**src/rtl/pic_host_sequencer.sv**
```systemverilog
// Host-side bus sequencer for an 8259A PIC: runs the ICW/OCW1 init
// sequence, run-time mask writes, OCW3 status reads and the two-pulse
// INTA acknowledge, returning vectors and status through handshakes.
module pic_host_sequencer #(
   parameter int WR_PULSE   = 2,
   parameter int INTA_PULSE = 2,
   parameter int INTA_GAP   = 2
) (
   input  logic       CLK,
   input  logic       RESET,
   input  logic [7:0] cfgICW1,
   input  logic [7:0] cfgICW2,
   input  logic [7:0] cfgICW3,
   input  logic [7:0] cfgICW4,
   input  logic [7:0] cfgMask,
   input  logic       initStart,
   input  logic       maskWrite,
   input  logic [7:0] maskData,
   input  logic       statusReq,
   input  logic       statusSel,
   input  logic       picINT,
   input  logic [7:0] picDBusIn,
   output logic [7:0] picDBusOut,
   output logic       picDBusOE,
   output logic       picCS,
   output logic       picWR,
   output logic       picRD,
   output logic       picINTA,
   output logic       picA0,
   output logic [7:0] vector,
   output logic       vectorValid,
   input  logic       vectorReady,
   output logic [7:0] statusData,
   output logic       statusValid,
   output logic       initDone,
   output logic       busy
);

   typedef enum logic [3:0] {
      INIT_ICW1, INIT_ICW2, INIT_ICW3, INIT_ICW4, INIT_OCW1, IDLE, MASK_WR,
      ACK1, ACK_GAP, ACK2, VEC_HOLD, STAT_WR, STAT_RD
   } state_t;

   // Write states start with a recovery cycle (cnt 0) so back-to-back
   // words get CS high between them and the post-reset cycle is quiet.
   localparam logic [7:0] WR_LO_LAST = 8'(WR_PULSE + 1);
   localparam logic [7:0] WR_LAST    = 8'(WR_PULSE + 2);
   localparam logic [7:0] RD_LO_LAST = 8'(WR_PULSE);
   localparam logic [7:0] RD_END     = 8'(WR_PULSE + 1);
   localparam logic [7:0] IP_LAST    = 8'(INTA_PULSE - 1);
   localparam logic [7:0] GAP_LAST   = 8'(INTA_GAP - 1);

   state_t     state_q, state_d;
   logic [7:0] cnt_q, cnt_d;
   logic [7:0] wdata_q, wdata_d;
   logic       maskPend_q, maskPend_d;
   logic [7:0] maskData_q, maskData_d;
   logic       statPend_q, statPend_d;
   logic       statSel_q, statSel_d;
   logic       intS1_q, intS2_q;
   logic [1:0] lock_q, lock_d;
   logic [7:0] vector_q, vector_d;
   logic       vectorValid_q, vectorValid_d;
   logic [7:0] statusData_q, statusData_d;
   logic       statusValid_q, statusValid_d;
   logic       initDone_q, initDone_d;

   // State, handshake and capture registers with synchronous reset
   always_ff @(posedge CLK) begin
      if (RESET) begin
         state_q       <= INIT_ICW1;
         cnt_q         <= '0;
         wdata_q       <= '0;
         maskPend_q    <= 1'b0;
         maskData_q    <= '0;
         statPend_q    <= 1'b0;
         statSel_q     <= 1'b0;
         intS1_q       <= 1'b0;
         intS2_q       <= 1'b0;
         lock_q        <= '0;
         vector_q      <= '0;
         vectorValid_q <= 1'b0;
         statusData_q  <= '0;
         statusValid_q <= 1'b0;
         initDone_q    <= 1'b0;
      end else begin
         state_q       <= state_d;
         cnt_q         <= cnt_d;
         wdata_q       <= wdata_d;
         maskPend_q    <= maskPend_d;
         maskData_q    <= maskData_d;
         statPend_q    <= statPend_d;
         statSel_q     <= statSel_d;
         intS1_q       <= picINT;
         intS2_q       <= intS1_q;
         lock_q        <= lock_d;
         vector_q      <= vector_d;
         vectorValid_q <= vectorValid_d;
         statusData_q  <= statusData_d;
         statusValid_q <= statusValid_d;
         initDone_q    <= initDone_d;
      end
   end

   // Next-state sequencing, IDLE arbitration and data capture
   always_comb begin
      state_d       = state_q;
      cnt_d         = cnt_q + 8'd1;
      wdata_d       = wdata_q;
      maskPend_d    = maskPend_q;
      maskData_d    = maskData_q;
      statPend_d    = statPend_q;
      statSel_d     = statSel_q;
      lock_d        = (lock_q != 2'd0) ? lock_q - 2'd1 : 2'd0;
      vector_d      = vector_q;
      vectorValid_d = vectorValid_q && !vectorReady;
      statusData_d  = statusData_q;
      statusValid_d = 1'b0;
      initDone_d    = initDone_q;
      case (state_q)
         INIT_ICW1: begin
            if (cnt_q == 8'd0) wdata_d = cfgICW1 | 8'h10;
            if (cnt_q == WR_LAST) state_d = INIT_ICW2;
         end
         INIT_ICW2: begin
            if (cnt_q == 8'd0) wdata_d = cfgICW2;
            if (cnt_q == WR_LAST) begin
               if (!cfgICW1[1])     state_d = INIT_ICW3;
               else if (cfgICW1[0]) state_d = INIT_ICW4;
               else                 state_d = INIT_OCW1;
            end
         end
         INIT_ICW3: begin
            if (cnt_q == 8'd0) wdata_d = cfgICW3;
            if (cnt_q == WR_LAST) state_d = cfgICW1[0] ? INIT_ICW4 : INIT_OCW1;
         end
         INIT_ICW4: begin
            if (cnt_q == 8'd0) wdata_d = cfgICW4;
            if (cnt_q == WR_LAST) state_d = INIT_OCW1;
         end
         INIT_OCW1: begin
            if (cnt_q == 8'd0) wdata_d = cfgMask;
            if (cnt_q == WR_LAST) begin
               state_d    = IDLE;
               initDone_d = 1'b1;
            end
         end
         IDLE: begin
            cnt_d = '0;
            if (initStart) begin
               state_d    = INIT_ICW1;
               initDone_d = 1'b0;
            end else if (maskPend_q) begin
               state_d    = MASK_WR;
               maskPend_d = 1'b0;
            end else if (intS2_q && !vectorValid_q && lock_q == 2'd0) begin
               state_d = ACK1;
            end else if (statPend_q) begin
               state_d    = STAT_WR;
               statPend_d = 1'b0;
            end
         end
         MASK_WR: begin
            if (cnt_q == 8'd0) wdata_d = maskData_q;
            if (cnt_q == WR_LAST) state_d = IDLE;
         end
         ACK1: begin
            if (cnt_q == IP_LAST) state_d = ACK_GAP;
         end
         ACK_GAP: begin
            if (cnt_q == GAP_LAST) state_d = ACK2;
         end
         ACK2: begin
            if (cnt_q == IP_LAST) begin
               vector_d = picDBusIn;
               lock_d   = 2'd3;
               state_d  = VEC_HOLD;
            end
         end
         VEC_HOLD: begin
            vectorValid_d = 1'b1;
            state_d       = IDLE;
         end
         STAT_WR: begin
            if (cnt_q == 8'd0) wdata_d = {7'b0000101, statSel_q};
            if (cnt_q == WR_LAST) state_d = STAT_RD;
         end
         STAT_RD: begin
            if (cnt_q == RD_LO_LAST) statusData_d = picDBusIn;
            if (cnt_q == RD_END) begin
               statusValid_d = 1'b1;
               state_d       = IDLE;
            end
         end
         default: state_d = INIT_ICW1;
      endcase
      if (maskWrite) begin
         maskPend_d = 1'b1;
         maskData_d = maskData;
      end
      if (statusReq) begin
         statPend_d = 1'b1;
         statSel_d  = statusSel;
      end
      if (state_d != state_q) cnt_d = '0;
   end

   // Bus strobe decode from the current state and phase counter
   always_comb begin
      picCS      = 1'b1;
      picWR      = 1'b1;
      picRD      = 1'b1;
      picINTA    = 1'b1;
      picDBusOE  = 1'b0;
      picA0      = 1'b0;
      picDBusOut = 8'h00;
      case (state_q)
         INIT_ICW1, INIT_ICW2, INIT_ICW3, INIT_ICW4, INIT_OCW1, MASK_WR, STAT_WR: begin
            if (cnt_q != 8'd0) begin
               picCS      = 1'b0;
               picDBusOE  = 1'b1;
               picDBusOut = wdata_q;
               picA0      = !(state_q == INIT_ICW1 || state_q == STAT_WR);
               if (cnt_q >= 8'd2 && cnt_q <= WR_LO_LAST) picWR = 1'b0;
            end
         end
         ACK1: picINTA = 1'b0;
         ACK_GAP: begin
            if (cnt_q == GAP_LAST) begin
               picCS = 1'b0;
               picRD = 1'b0;
            end
         end
         ACK2: begin
            picINTA = 1'b0;
            picCS   = 1'b0;
            picRD   = 1'b0;
         end
         STAT_RD: begin
            if (cnt_q <= RD_LO_LAST) picCS = 1'b0;
            if (cnt_q >= 8'd1 && cnt_q <= RD_LO_LAST) picRD = 1'b0;
         end
         default: ;
      endcase
   end

   assign vector      = vector_q;
   assign vectorValid = vectorValid_q;
   assign statusData  = statusData_q;
   assign statusValid = statusValid_q;
   assign initDone    = initDone_q;
   assign busy        = (state_q != IDLE);

endmodule
```
**config.mk**
```make
export PLATFORM = sky130hd
export DESIGN_NAME = pic_host_sequencer
export DESIGN_NICKNAME = d
export VERILOG_FILES = /design/src/rtl/pic_host_sequencer.sv
export SDC_FILE = /design/constraint.sdc
export NUM_CORES = 1
export LEC_CHECK = 0
export ABC_AREA = 0
export BUFFER_PORTS_ARGS = -buffer_cell sky130_fd_sc_hd__buf_2
export CAP_MARGIN = 20
export CELL_PAD_IN_SITES_DETAIL_PLACEMENT = 0
export CELL_PAD_IN_SITES_GLOBAL_PLACEMENT = 1
export CORE_MARGIN = 5
export CORE_UTILIZATION = 37
export DETAILED_ROUTE_END_ITERATION = 16
export GPL_TIMING_DRIVEN = 0
export PLACE_DENSITY = 0.76
export SYNTH_ARGS = -nofsm -noshare
export SYNTH_HDL_FRONTEND = slang
export SYNTH_SLANG_ARGS = --single-unit
```
**constraint.sdc**
```tcl
create_clock -name CLK -period 2.7 [get_ports CLK]
set_input_delay 0.405 -clock CLK [delete_from_list [all_inputs] [get_ports CLK]]
set_output_delay 0.405 -clock CLK [all_outputs]
set_load 0.1 [all_outputs]
```
Word-level counts from Yosys, hierarchy flattened
Index checks and enable logic that the tools add are counted.
W data, S select, Z words.
{"block": "op_classes", "n_lt_le_gt_ge": 4, "bitwise_logic": 1, "n_eq_ne": 31, "n_shift": 0, "mul": 0, "n_addsub": 2, "mux": 57, "div": 0, "n_reduce_logical": 29}
{"op": "$mux W8", "count": 9}
{"op": "$mux W4", "count": 14}
{"op": "$pmux W8 S7", "count": 1}
{"op": "$pmux W4 S12", "count": 1}
{"op": "$mux W1", "count": 24}
{"op": "$ne A2 B2 Y1 const B", "count": 11}
{"op": "$eq A4 B4 Y1 const B", "count": 5}
{"op": "$eq A4 B3 Y1 const B", "count": 4}
{"op": "$eq A8 B2 Y1 const B", "count": 2}
{"op": "$le A8 B2 Y1 const B", "count": 2}
{"op": "$add A8 B1 Y8 const B", "count": 1}
{"op": "$eq A4 B2 Y1 const B", "count": 2}
{"op": "$eq A8 B1 Y1 const B", "count": 1}
{"op": "$eq A8 B3 Y1 const B", "count": 1}
{"op": "$ge A8 B1 Y1 const B", "count": 1}
{"op": "$ge A8 B2 Y1 const B", "count": 1}
{"op": "$logic_not A8 Y1", "count": 1}
{"op": "$reduce_and A8 Y1", "count": 1}
{"op": "$reduce_bool A2 Y1", "count": 4}
{"op": "$reduce_bool A8 Y1", "count": 1}
{"op": "$reduce_bool A7 Y1", "count": 1}
{"op": "$reduce_or A7 Y1", "count": 1}
{"op": "$mux W2", "count": 3}
{"op": "$mux W3", "count": 2}
{"op": "19 further kinds", "count": 30}
{"block": "word_totals", "ram_bits": 0, "romBits": 0, "word_cells": 139, "register_bits": 54, "mem_count": 0, "input_bits": 64, "latchBits": 0, "out_inout_bits": 34}

Depth between registers and ports, before layout
Gate-level depths: netlist of the first run.
{"block": "logic_depth", "ltp_word": 9, "mapped_depth": 9, "ltp_nobuf": 8}

Worst setup path before layout of the first run
No wires, ideal clock.
{"block": "synth_path", "kind": "register to output", "start": "register state_q[1]", "end": "output port picWR", "t_arrival_ns": 3.848, "slack_ns": -1.553, "t_required_ns": 2.295, "n_path_buf": 2, "stages_incl_launch_ff": 8, "path_cell_list": "dfxtp_1 -> buf_6 -> clkbuf_1 -> nand2_1 -> nand2_1 -> nand2_1 -> nor2_1 -> o211ai_1"}
{"block": "synth_between", "elab_chain_cells": 3, "elab_cells_between_ends": 9, "classes_between": "6 x eq/ne; 1 x mux; 2 x reduce/logical"}
{"item": "start, declared", "line_no": "53", "rtl": "state_t state_q, state_d;"}
{"item": "start signal, assigned", "line_no": "87", "rtl": "state_q <= state_d;"}
{"item": "$eq A4 B4 Y1, or another cell as far along", "line_no": "217", "rtl": "case (state_q)"}
{"item": "$reduce_or A7 Y1 (*)", "line_no": "217"}
{"item": "$mux W1 (*)", "line_no": "217"}
{"item": "end, declared", "line_no": "26", "rtl": "output logic picWR,"}
Every way passes the cells marked *; elsewhere a longest branch is shown, timed or not.

Worst setup path after layout of the first run
{"block": "layout_path", "start": "register cnt_q[3]", "end": "output port picRD"}
{"block": "layout_between", "elab_chain_cells": 4, "elab_cells_between_ends": 7, "classes_between": "2 x order compare; 1 x eq/ne; 3 x mux; 1 x reduce/logical"}
{"item": "start, declared", "line_no": "54", "rtl": "logic [7:0] cnt_q, cnt_d;"}
{"item": "start signal, assigned", "line_no": "88", "rtl": "cnt_q <= cnt_d;"}
{"item": "$ge A8 B1 Y1 or $le A8 B2 Y1 (tied branches)", "line_no": "241", "rtl": "if (cnt_q >= 8'd1 && cnt_q <= RD_LO_LAST) picRD = 1'b0;"}
{"item": "$logic_and A1 B1 Y1", "line_no": "241"}
{"item": "$mux W1", "line_no": "241"}
{"item": "$pmux W1 S3 (*)", "line_no": "217"}
{"item": "end, declared", "line_no": "27", "rtl": "output logic picRD,"}
Marks and branches as above.

==> results of run 1 <==
[stage by stage]
step	instance area, µm²	total power, mW
3_3_place_gp	3750	1.63
3_5_place_dp	3750	1.64
5_1_grt	3920	2.31
4_1_cts	3890	2.21
6_report	3920	2.20
2_1_floorplan	3140	1.47
[layout make-up]
type / instances / area, µm²
buffer: 25 / 130
clock buffer: 6 / 72.6
clock inverter: 2 / 37.5
fill: 845 / 4260
inverter: 8 / 31.3
multi-input combinational: 296 / 1900
sequential: 54 / 1080
tap: 105 / 131
timing repair buffer: 96 / 529
[layout by cell type (no fill, tap or decap), types with 10 or more instances in the layout]
cell | netlist | final
a22oi_1 | 10 | 10
buf_2 | 5 | 88
buf_4 | 5 | 15
mux2i_1 | 20 | 20
o21ai_0 | 14 | 13
dfxtp_1 | 54 | 53
nand2_1 | 47 | 47
nand3_1 | 10 | 10
nor2_1 | 49 | 48
a21oi_1 | 27 | 27
[sequential cells by signal, indices dropped and copies added, names as in the netlist]
signal,count
cnt_q,8
initDone,1
intS1_q,1
intS2_q,1
lock_q,2
maskData_q,8
maskPend_q,1
statPend_q,1
statSel_q,1
state_q,4
statusData,8
statusValid,1
vector,8
vectorValid,1
wdata_q,8
[report_power, final]
group	total [mW]	internal, mW	switching (mW)
registers	0.875	0.845	0.0302
logic	0.771	0.227	0.544
clock network	0.558	0.277	0.281
total	2.20	1.35	0.854
[routing by layer]
layer	share of wire	vias up
met2	0.47	86
li1	-	1575
met1	0.46	1463
met5	0	-
met4	0.0061	0
met3	0.063	5
[worst register-to-register path, stage by stage (launching register included)]
cell and delay (ns):
dfxtp_1 0.39, inv_1 0.10, ha_1 0.19, nor2b_1 0.35, nand3_2 0.21, or3_1 0.37
nand3_1 0.17, mux2i_1 0.37, nor4_1 0.10
[logic make-up (layout without fill, tap and decap cells)]
| family | after synthesis | in the layout |
|---|---|---|
| simple gates | 176 | 176 |
| xor+xnor | 6 | 6 |
| flops | 54 | 54 |
| buf+inv | 33 | 137 |
| fa+ha+maj | 4 | 4 |
| mux | 20 | 20 |
| compound gates | 90 | 90 |
[what timing repair did]
item | CTS | global route
hold buffers | 0 | 0
buffers inserted | 0 | 1
resized for setup | 13 | 7
cloned | 0 | 0
setup endpoints to repair | 11 | 13
endpoints found under the hold margin | 0 | 0
pin swaps | 0 | 2
[how the worst max path moves through the flow]
| stage | end | slack (ns) | cells after the start |
|---|---|---|---|
| after floorplan | picWR | -0.22 | 7 |
| after global placement | picCS | 0.17 | 7 |
| after detailed placement | picCS | 0.15 | 7 |
| after CTS | picRD | 0.04 | 7 |
| after global routing | picDBusOut[2] | 0.0005 | 6 |
| final | picRD | 0.11 | 7 |
==> impl_metrics.json, run 1 <==
{
  "status": "completed",
  "synth_xor_area_frac": 0.0170,
  "dp_slack_ns": 0.154,
  "diodes": 0,
  "cp_top_family": "simple AND/OR/NAND/NOR gates",
  "start_util": 0.379,
  "hold_ws_ns": 0.305,
  "drive_gt1_frac": 0.312,
  "worst-r2r-cell-count": 8,
  "hold_viol_final": 0,
  "dieArea_um2": 10300,
  "final-setup-viol-count": 0,
  "power.leakage_nw": 1.70,
  "synth.area.top_cells": "dfxtp_1 (35%), mux2i_1 (6.5%), nor2_1 (5.9%), nand2_1 (5.7%), a21oi_1 (4.4%)",
  "use_met2": 0.310,
  "finalSetupTns_ns": 0,
  "slew_violations": 0,
  "worstReg2RegStart": "cnt_q[1]",
  "place_congestion": 0.885,
  "stdcell_count": 592,
  "met1_usage": 0.270,
  "worst-setup-path-type": "reg2out",
  "reg2reg_slack_ns": 0.34,
  "final_antenna_net_count": 0,
  "grt_start_max_net_pins": 17,
  "cts_buffer_depth": 2,
  "ir_worst_vdd_mv": 0.308,
  "fp.dieW_um": 102,
  "timing.fmax_mhz": 386,
  "drt_iter0_drc": 174,
  "cp-end-kind": "primary output",
  "ys.warnings.count": 0,
  "final_util": 0.479,
  "top_usage_layer": "met2",
  "insertion_delay_ns": 0.31,
  "cts_buffers": 5,
  "p_per_area_nw_per_um2": 563,
  "syn_nets": 451,
  "regToRegEndpoint": "cnt_q[3]",
  "synthTopCellsByCount": "dfxtp_1 (54), nor2_1 (49), nand2_1 (47), a21oi_1 (27), mux2i_1 (20)",
  "grt_usage": 0.193,
  "coreArea_um2": 8180,
  "cp_max_fo": 5,
  "synthSimpleGateAreaFrac": 0.299,
  "antenna_found_initial": 0,
  "synth-compound-area-share": 0.203,
  "fin_crit_sh": 0.960,
  "synth_mux_area_frac": 0.0646,
  "met3_usage": 0.0420,
  "synth_top_area_frac": 0.349,
  "netlist_instances": 383,
  "first_pass_iters": 4,
  "synth-seq-cells": 54,
  "holdPathStages": 2,
  "netlist_area_um2": 3100,
  "worst_slew_pin_slew_ns": 0.786,
  "yosysMostFrequentCell": "dfxtp_1",
  "whs_endpoint": "intS1_q",
  "drv_cap": 0,
  "place_inst": 583,
  "rows": 33,
  "ys_types": 64,
  "grt_pass1_vias": 3020,
  "portBuffers": 95,
  "io_pins": 98,
  "synth_ff_type": "dfxtp_1",
  "required_ns": 2.30,
  "synth_top_family_by_area": "simple AND/OR/NAND/NOR gates",
  "dr_total_vias": 3129,
  "crit_arrival_ns": 2.19,
  "max_stage_delay_ns": 0.58,
  "clock_skew_ns": 0.0126,
  "syn_area_per_cell_um2": 8.09,
  "drcViolationCount": 0,
  "seq_area_frac_synth": 0.349,
  "overflow": 0,
  "min_period_ns": 2.59,
  "crit_start": "cnt_q[3]",
  "synthArstFlopShare": 0,
  "cpMaxStageDelayCell": "or4_4",
  "cts_sinks": 54,
  "min_from": "picINT",
  "nets": 554,
  "vias_per_cell": 5.29,
  "hpwl_mm": 7.76,
  "grt_first_pass_wirelength_mm": 15.7,
  "crit_path_start_kind": "flop",
  "rsz0062_at_grt": "no",
  "path_clk_slew_ns": 0.11,
  "wl_per_cell_um": 16.9,
  "max_slew_margin": 0.472,
  "synth_fa_ha_area_frac": 0.0161,
  "cts_tree": "done",
  "synth.largest_area_cell": "dfxtp_1",
  "htreeDepth": 2,
  "synth-edff-count": 0,
  "finalWirelength_mm": 9.98,
  "cts_root_buf": "clkbuf_8",
  "fin_ws_ns": 0.107,
  "cp_cell_sequence": "or4_4 -> nor3_4 -> nand2_1 -> nor2_1 -> o21ai_0 -> nand3_1 -> buf_12",
  "area_growth_pct": 26.4,
  "hold_class": "in2reg",
  "crit_buf_inv": 1,
  "die_h_um": 102
}
No activity file was read; power rests on OpenSTA's default activity.
==> inputs of run 2 (changes only) <==
CORE_ASPECT_RATIO = 1.5   (was unset)
SLEW_MARGIN = 10   (was unset)
==> run 2 against run 1 <==
Critical endpoint is now picWR. Final cell count is 0.17% higher. Routed wire length increased by 1.4%. Fmax fell by 0.98%. Highest routed layer unchanged. Core utilization down 0.071 points. Global-route usage shrank 0.32 points. Largest power group unchanged. Flip-flop and latch count stayed put. Critical path type unchanged.
==> impl_metrics.json, run 2 (synthesis results as in run 1) <==
{
  "status": "completed",
  "cts_sinks": 54,
  "portBuffers": 95,
  "wl_per_cell_um": 17.1,
  "first_pass_iters": 4,
  "fillers": 882,
  "htreeDepth": 2,
  "place_congestion": 0.863,
  "grt_usage": 0.190,
  "combPwrFrac": 0.317,
  "cts_root_buf": "clkbuf_16",
  "design_area_um2": 3980,
  "final_common_cell": "buf_2",
  "clock_power_share": 0.319,
  "dr_total_vias": 3162,
  "final_antenna_net_count": 0,
  "required_ns": 2.30,
  "worst_slew_pin_slew_ns": 0.830,
  "finalWirelength_mm": 10.1,
  "p_sw_frac": 0.364,
  "overflow": 0,
  "cts_buffers": 5,
  "worst-setup-path-type": "reg2out",
  "drive_gt1_frac": 0.311,
  "hpwl_mm": 7.89,
  "diodes": 0,
  "drv_cap": 0,
  "ir_worst_vdd_mv": 0.338,
  "cts_tree": "done",
  "finalSetupTns_ns": 0,
  "drcViolationCount": 0,
  "crit_path_start_kind": "flop",
  "final-setup-viol-count": 0,
  "place_inst": 585,
  "p_per_area_nw_per_um2": 607,
  "dieArea_um2": 10300,
  "nets": 553,
  "dpl_cell_area_um2": 3750,
  "clock_skew_ns": 0.00514,
  "cts_hold_buf": 0,
  "insertion_delay_ns": 0.29,
  "min_period_ns": 2.62,
  "fp.dieW_um": 84.7,
  "antenna_found_initial": 0,
  "rows": 41,
  "die_h_um": 122,
  "p_int_mw": 1.54,
  "cp-end-kind": "primary output",
  "power.leakage_nw": 1.72,
  "pwr-share-seq": 0.364,
  "stdcell_count": 593,
  "slew_violations": 0,
  "fin_crit_sh": 0.970,
  "cts_buffer_depth": 2,
  "cp_max_fo": 10,
  "grt_pass1_vias": 3094,
  "vias_per_cell": 5.33,
  "drt_iter0_drc": 170,
  "area_growth_pct": 28.3,
  "grt_first_pass_wirelength_mm": 15.5,
  "grt_start_max_net_pins": 18,
  "crit_arrival_ns": 2.21,
  "timing.fmax_mhz": 382,
  "hold_viol_final": 0,
  "hold_class": "in2reg",
  "layout_common_cells": "buf_2 (89), dfxtp_1 (54), nor2_1 (48)",
  "p_sw_mw": 0.879,
  "coreArea_um2": 8310,
  "io_pins": 98,
  "path_clk_slew_ns": 0.07,
  "max_slew_margin": 0.442,
  "start_util": 0.373
}
run 2: what timing repair did:
item / in CTS / in global routing
resized for setup: 10 / 5
buffers inserted: 0 / 1
setup endpoints to repair: 10 / 12
pin swaps: 0 / 1
run 2: metrics by stage:
stage               hold slack (ns)   util  setup WS (ns)  power [mW]
global route                  0.348  0.478       -0.00106        2.51
global placement              0.436  0.451          0.205        1.63
CTS                           0.320  0.476         0.0204        2.43
floorplan                     0.414      -         -0.216        1.47
finish                        0.324  0.478         0.0810        2.41
detailed placement            0.441  0.451          0.213        1.64
run 2: worst paths after layout:
kind | from | to | slack, ns | depth (start not counted)
setup / recovery | state_q[3] | picWR | 0.08 | 7
hold / removal | picINT | intS1_q | 0.32 | 2
setup reg to reg | cnt_q[1] | cnt_q[1] | 0.38 | 8
hold reg to reg | vector[0] | vector[0] | 0.45 | 2
run 2: critical path: stages, from the launching register on:
cell and delay (ns):
dfxtp_1 0.43, clkbuf_1 0.36, buf_2 0.36, nand2_1 0.08
nand2_1 0.13, nor2_4 0.08, o211ai_1 0.11, clkbuf_4 0.35
run 2: power groups by stage:
stage	Sequential (mW)	Clock [mW]	Combinational [mW]
after floorplan	0.884	0	0.581
after global placement	0.895	0	0.739
after detailed placement	0.898	0	0.743
after CTS	0.879	0.788	0.762
after global routing	0.886	0.817	0.812
final	0.879	0.770	0.766
run 2: routing by layer:
metal,global-route usage,share of wire,vias to the layer above
met4,0.0931,0.038,0
met3,0.0365,0.058,21
met2,0.345,0.51,105
li1,-,-,1575
met5,0,0,-
met1,0.208,0.39,1461
run 2: layout make-up:
type / instances / area, µm² / area share
plain buffers: 24 / 124 / 0.0312
clock buffers: 6 / 139 / 0.0349
clock inverters: 2 / 38.8 / 0.00976
inverters: 8 / 31.3 / 0.00787
multi-input cells: 296 / 1900 / 0.479
flip-flops and latches: 54 / 1080 / 0.272
well taps: 107 / 134 / 0.0337
repair buffers: 96 / 523 / 0.132
